[src/rtl/freq_meas_sequencer.sv]
// Measures the period of signal_in in clk cycles and converts it to Hz through a shared divider.
// Latency: frequency/freq_valid 1 cycle after div_done; backpressure: none, divider handshake held until div_done.
module freq_meas_sequencer #(
    parameter int CLK_HZ      = 50_000_000,
    parameter int DIVIDEND_W  = 26,
    parameter int PERIOD_W    = 24,
    parameter int FREQ_W      = 20,
    parameter int TIMEOUT_CYC = 16_777_215,
    parameter int SYNC_STAGES = 2
) (
    input  logic                  clk,
    input  logic                  rst,
    input  logic                  signal_in,
    input  logic                  enable,
    output logic                  div_start,
    output logic [DIVIDEND_W-1:0] div_dividend,
    output logic [PERIOD_W-1:0]   div_divisor,
    input  logic                  div_done,
    input  logic [DIVIDEND_W-1:0] div_quotient,
    output logic [PERIOD_W-1:0]   period,
    output logic [FREQ_W-1:0]     frequency,
    output logic                  freq_valid,
    output logic                  no_signal
);
    localparam logic [PERIOD_W-1:0]   TIMEOUT_VAL = PERIOD_W'(TIMEOUT_CYC);
    localparam logic [DIVIDEND_W-1:0] FREQ_MAX    = DIVIDEND_W'((64'd1 << FREQ_W) - 64'd1);

    typedef enum logic [2:0] {IDLE, ARM, MEASURE, DIVIDE, UPDATE} state_t;

    state_t                 state, state_nxt;
    logic [SYNC_STAGES-1:0] sync;
    logic                   sync_d;
    logic                   rise;
    logic [PERIOD_W-1:0]    cnt;
    logic                   abort;
    logic                   timeout;
    logic                   cnt_clr, cnt_set1, cnt_inc;
    logic                   ld_period, ld_freq, ld_to;

    assign div_dividend = DIVIDEND_W'(CLK_HZ);
    assign rise         = sync[SYNC_STAGES-1] & ~sync_d;
    assign timeout      = (cnt == TIMEOUT_VAL);

    always_ff @(posedge clk or posedge rst) begin
        if (rst) begin
            sync   <= '0;
            sync_d <= 1'b0;
        end else begin
            sync   <= {sync[SYNC_STAGES-2:0], signal_in};
            sync_d <= sync[SYNC_STAGES-1];
        end
    end

    always_ff @(posedge clk or posedge rst) begin
        if (rst) state <= IDLE;
        else     state <= state_nxt;
    end

    always_comb begin
        state_nxt = state;
        cnt_clr   = 1'b0;
        cnt_set1  = 1'b0;
        cnt_inc   = 1'b0;
        ld_period = 1'b0;
        ld_freq   = 1'b0;
        ld_to     = 1'b0;
        unique case (state)
            IDLE: begin
                cnt_clr = 1'b1;
                if (enable) state_nxt = ARM;
            end
            ARM: begin
                if (!enable) begin
                    state_nxt = IDLE;
                end else if (rise) begin
                    cnt_set1  = 1'b1;
                    state_nxt = MEASURE;
                end else if (timeout) begin
                    ld_to   = 1'b1;
                    cnt_clr = 1'b1;
                end else begin
                    cnt_inc = 1'b1;
                end
            end
            MEASURE: begin
                // A rise coinciding with the timeout still yields a valid period.
                if (!enable) begin
                    state_nxt = IDLE;
                end else if (rise) begin
                    ld_period = 1'b1;
                    state_nxt = DIVIDE;
                end else if (timeout) begin
                    ld_to     = 1'b1;
                    cnt_clr   = 1'b1;
                    state_nxt = ARM;
                end else begin
                    cnt_inc = 1'b1;
                end
            end
            DIVIDE: begin
                if (div_done) begin
                    if (abort || !enable) begin
                        state_nxt = IDLE;
                    end else begin
                        ld_freq   = 1'b1;
                        state_nxt = UPDATE;
                    end
                end
            end
            UPDATE: begin
                cnt_clr   = 1'b1;
                state_nxt = enable ? ARM : IDLE;
            end
            default: state_nxt = IDLE;
        endcase
    end

    always_ff @(posedge clk or posedge rst) begin
        if (rst) begin
            cnt         <= '0;
            abort       <= 1'b0;
            div_start   <= 1'b0;
            div_divisor <= '0;
            period      <= '0;
            frequency   <= '0;
            freq_valid  <= 1'b0;
            no_signal   <= 1'b1;
        end else begin
            div_start  <= ld_period;
            freq_valid <= ld_freq | ld_to;
            // Once enable drops mid-divide the pending quotient is discarded even if enable returns.
            abort      <= (state == DIVIDE) ? (abort | ~enable) : 1'b0;
            if (cnt_clr)       cnt <= '0;
            else if (cnt_set1) cnt <= PERIOD_W'(1);
            else if (cnt_inc)  cnt <= cnt + PERIOD_W'(1);
            if (ld_period) begin
                div_divisor <= cnt;
                period      <= cnt;
            end
            if (ld_freq) begin
                frequency <= (div_quotient > FREQ_MAX) ? '1 : div_quotient[FREQ_W-1:0];
                no_signal <= 1'b0;
            end else if (ld_to) begin
                frequency <= '0;
                no_signal <= 1'b1;
            end
        end
    end
endmodule

[config.mk]
export PLATFORM = sky130hd
export DESIGN_NAME = freq_meas_sequencer
export DESIGN_NICKNAME = d
export VERILOG_FILES = /design/src/rtl/freq_meas_sequencer.sv
export SDC_FILE = /design/constraint.sdc
export NUM_CORES = 1
export LEC_CHECK = 0
export ABC_AREA = 1
export CAP_MARGIN = 40
export CORE_MARGIN = 8
export CORE_UTILIZATION = 43
export DETAILED_ROUTE_END_ITERATION = 10
export PLACE_DENSITY = 0.85
export SYNTH_ARGS = -nofsm -noshare
export SYNTH_HDL_FRONTEND = slang
export SYNTH_SLANG_ARGS = --single-unit
[constraint.sdc]
create_clock -name clk -period 2.3 [get_ports clk]
set_input_delay 0.46 -clock clk [delete_from_list [all_inputs] [get_ports clk]]
set_output_delay 0.46 -clock clk [all_outputs]
set_load 0.01 [all_outputs]
==> impl_metrics.py <==
metrics = {
    "run_status": {
        "outcome": "finished clean",
    },
    "logic_synthesis": {
        "synthXorXnorAreaFrac_pct": 0,
        "ys_types": 29,
        "avgSynthCellArea_sq_um": 7.846,
        "synth_adder_area_share_pct": 0.3038,
        "ys_warn_count": 0,
        "synth-simple-area-share_pct": 28.92,
        "synth_top_area_share_pct": 46.78,
        "syn-cell-area_sq_um": 4119,
        "synth_top_family_by_area": "simple AND/OR/NAND/NOR gates",
        "synth_area_leaders": "dfrtp_1, nand2_1, buf_4",
        "synth_mux_area_share_pct": 0,
        "postSynthCellCount": 525,
        "ys_seq_area_share_pct": 47.42,
        "ys_seq_elements": 78,
        "synth_compound_area_share_pct": 7.230,
        "synth_top_cell_by_area": "dfrtp_1",
    },
    "die": {
        "start_util_pct": 44.37,
        "die_x_um": 113.9,
        "fp-row-count": 35,
        "die_y_um": 113.9,
        "io_pins": 128,
        "dieArea_sq_um": 12970,
        "fp.coreArea_sq_um": 9284,
    },
    "setup_path": {
        "worstSetupStartpointType": "register",
        "rr_worst_depth": 10,
        "crit_start": "cnt[0]",
        "critical_path_class": "reg -> reg",
        "rr_startpoint": "cnt[0]",
        "worst-path-max-fanout": 19,
        "critPathArrivalTime_ns": 2.22,
        "crit_path_end_kind": "register",
        "crit_top_cell": "nor2_4",
        "required_ns": 2.53,
        "crit_path_cell_trace": "ha_1 > inv_2 > nor2_4 > nand2_4 > nor2_4 > nand3_2 > nand3_4 > inv_1 > nand2_1 > nor2_1",
        "crit_path_max_incr_delay_ns": 0.45,
        "cpMaxStageDelayCell": "dfrtp_1",
        "r2r_slack_ns": 0.31,
        "cp-endpoint": "cnt[15]",
        "worstReg2RegEnd": "cnt[15]",
    },
    "clock_network": {
        "post_cts_resized": 0,
        "clock_latency_ns": 0.35,
        "hold_buffers": 0,
        "clock-sinks": 78,
        "cts_tree": "yes",
        "cts_root_buf": "clkbuf_8",
        "path_clk_slew_ns": 0.08,
        "clockBufferDepth": 2,
        "htree_levels": 3,
        "numCtsBuffers": 9,
        "post_cts_buffers": 0,
    },
    "drt": {
        "ant_nets": 0,
        "via_per_inst": 4.773,
        "dr.pass1.iters": 5,
        "wl_per_cell_um": 13.08,
        "dr_total_vias": 3494,
        "routed_wl_mm": 9.577,
        "detail_route.drc_violations": 0,
        "drtIter0Drc": 200,
    },
    "grt": {
        "grtUsageMet1_pct": 15.94,
        "grt_busiest_layer": "met2",
        "antenna_found_initial": 0,
        "grt_overflow": 0,
        "grt_pass1_vias": 3637,
        "track_usage_pct": 15.46,
        "grt_max_degree": 79,
        "use_met3_pct": 8.769,
        "globalRouteMet2Util_pct": 26.39,
        "grt_pass1_wl_mm": 16.46,
    },
    "min_path": {
        "hold_path_class": "reg -> reg",
        "hold_start": "sync[0]",
    },
    "sta": {
        "hold_viol_final": 0,
        "timing.final.crit_share_pct": 86.53,
        "worst_pin_slew_ns": 0.6289,
        "max-slew-margin-rel_pct": 58.01,
        "drv_slew": 0,
        "skew_ns": 0.01663,
        "final-setup-viol-count": 0,
        "finalSetupTns_ns": 0,
        "fmax_mhz": 502.4,
        "period_needed_ns": 1.990,
        "grt_setup_unrepaired": "no",
        "fin_ws_ns": 0.3097,
    },
    "layout": {
        "nets": 630,
        "antenna_cells": 0,
        "postLayoutCellArea_sq_um": 5152,
        "nFillCells": 880,
        "drive_gt1_share_pct": 6.965,
        "utilization_pct": 55.50,
        "syn_to_final_growth_pct": 25.09,
    },
    "place": {
        "dpl.hpwl_mm": 7.254,
        "routabilityCongestion": 0.8915,
        "dp_slack_ns": 0.04357,
        "io_buffers": 101,
        "place_area_sq_um": 4961,
    },
    "pwr": {
        "leakage_uw": 0.002363,
        "irDropWorstVdd_mv": 0.6537,
        "power_density_nw_per_um2": 801.9,
        "power_uw": 4132,
    },
    "run": {
        "maxCapViolCount": 0,
    },
}
layout make-up:
cell class	instances	area, sq um	area share, %
Inverter	50	193.9	3.764
Clock buffer	10	127.6	2.477
Sequential cell	78	1953	37.91
Multi-Input combinational cell	354	1599	31.03
Tap cell	129	161.4	3.133
Timing Repair Buffer	105	1054	20.45
Clock inverter	6	63.81	1.238
per-layer routing:
| layer | up-vias | part of all wire, % |
|---|---|---|
| li1 | 1726 | - |
| met1 | 1615 | 38 |
| met2 | 142 | 48 |
| met3 | 11 | 13 |
| met4 | 0 | 1.0 |
| met5 | - | 0 |
worst min path at each step:
stage	end	slack [ns]	depth (start not counted)
3_3_place_gp	sync[1]	0.33	0
3_5_place_dp	sync[1]	0.34	0
4_1_cts	sync[1]	0.36	0
2_1_floorplan	sync[1]	0.33	0
5_1_grt	sync[1]	0.36	0
6_report	sync[1]	0.35	0
power breakdown:
| part | switching (uW) | internal (uW) | leakage [uW] |
|---|---|---|---|
| combinational | 758 | 618 | 0.00123 |
| clock | 484 | 499 | 0.0000923 |
| sequential | 162 | 1610 | 0.00104 |
| total | 1400 | 2730 | 0.00236 |
cell usage in the layout (no fill, tap or decap), types with 8 or more instances in the layout:
cell type        count
nand3_1             47
clkdlybuf4s50_1    101
clkbuf_8             9
nand4_1              8
inv_1               45
o21ai_0             46
conb_1              26
nand2_1            138
dfrtp_1             77
o21ai_1              8
nor2_1              51
synthesized netlist by cell type, drive strengths merged:
cell and number:
ha 1, nor4 1, clkbuf 6, dfstp 1, o21bai 1, nand3 49, o21ai 54, nand2 145
buf 61, conb 2, nor2 59, dfrtp 77, nor3 6, inv 50, nand4 8, a21oi 4
stage by stage:
stage	hold slack [ns]	std cells
finish	0.3512	732
floorplan	0.3312	549
CTS	0.3558	732
global placement	0.3345	716
global route	0.3609	732
detailed placement	0.3364	716
flip-flops by register name (all words and copies together) (netlist names):
| register | cells |
|---|---|
| sync_d | 1 |
| freq_valid | 1 |
| div_start | 1 |
| no_signal | 1 |
| cnt | 24 |
| abort | 1 |
| sync | 2 |
| frequency | 20 |
| state | 3 |
| period | 24 |
worst max-delay path: cells and delay by family (launching register included):
kind,cells,cell delay (ns)
fa+ha+maj,1,0.32
simple gates,7,0.91
flops,1,0.45
buf+inv,2,0.20
logic make-up after synthesis:
family,after synthesis
fa+ha+maj,1
buf+inv,117
simple gates,268
flops,78
compound gates,59
other cells,2
(Power assumes the default switching activity.)
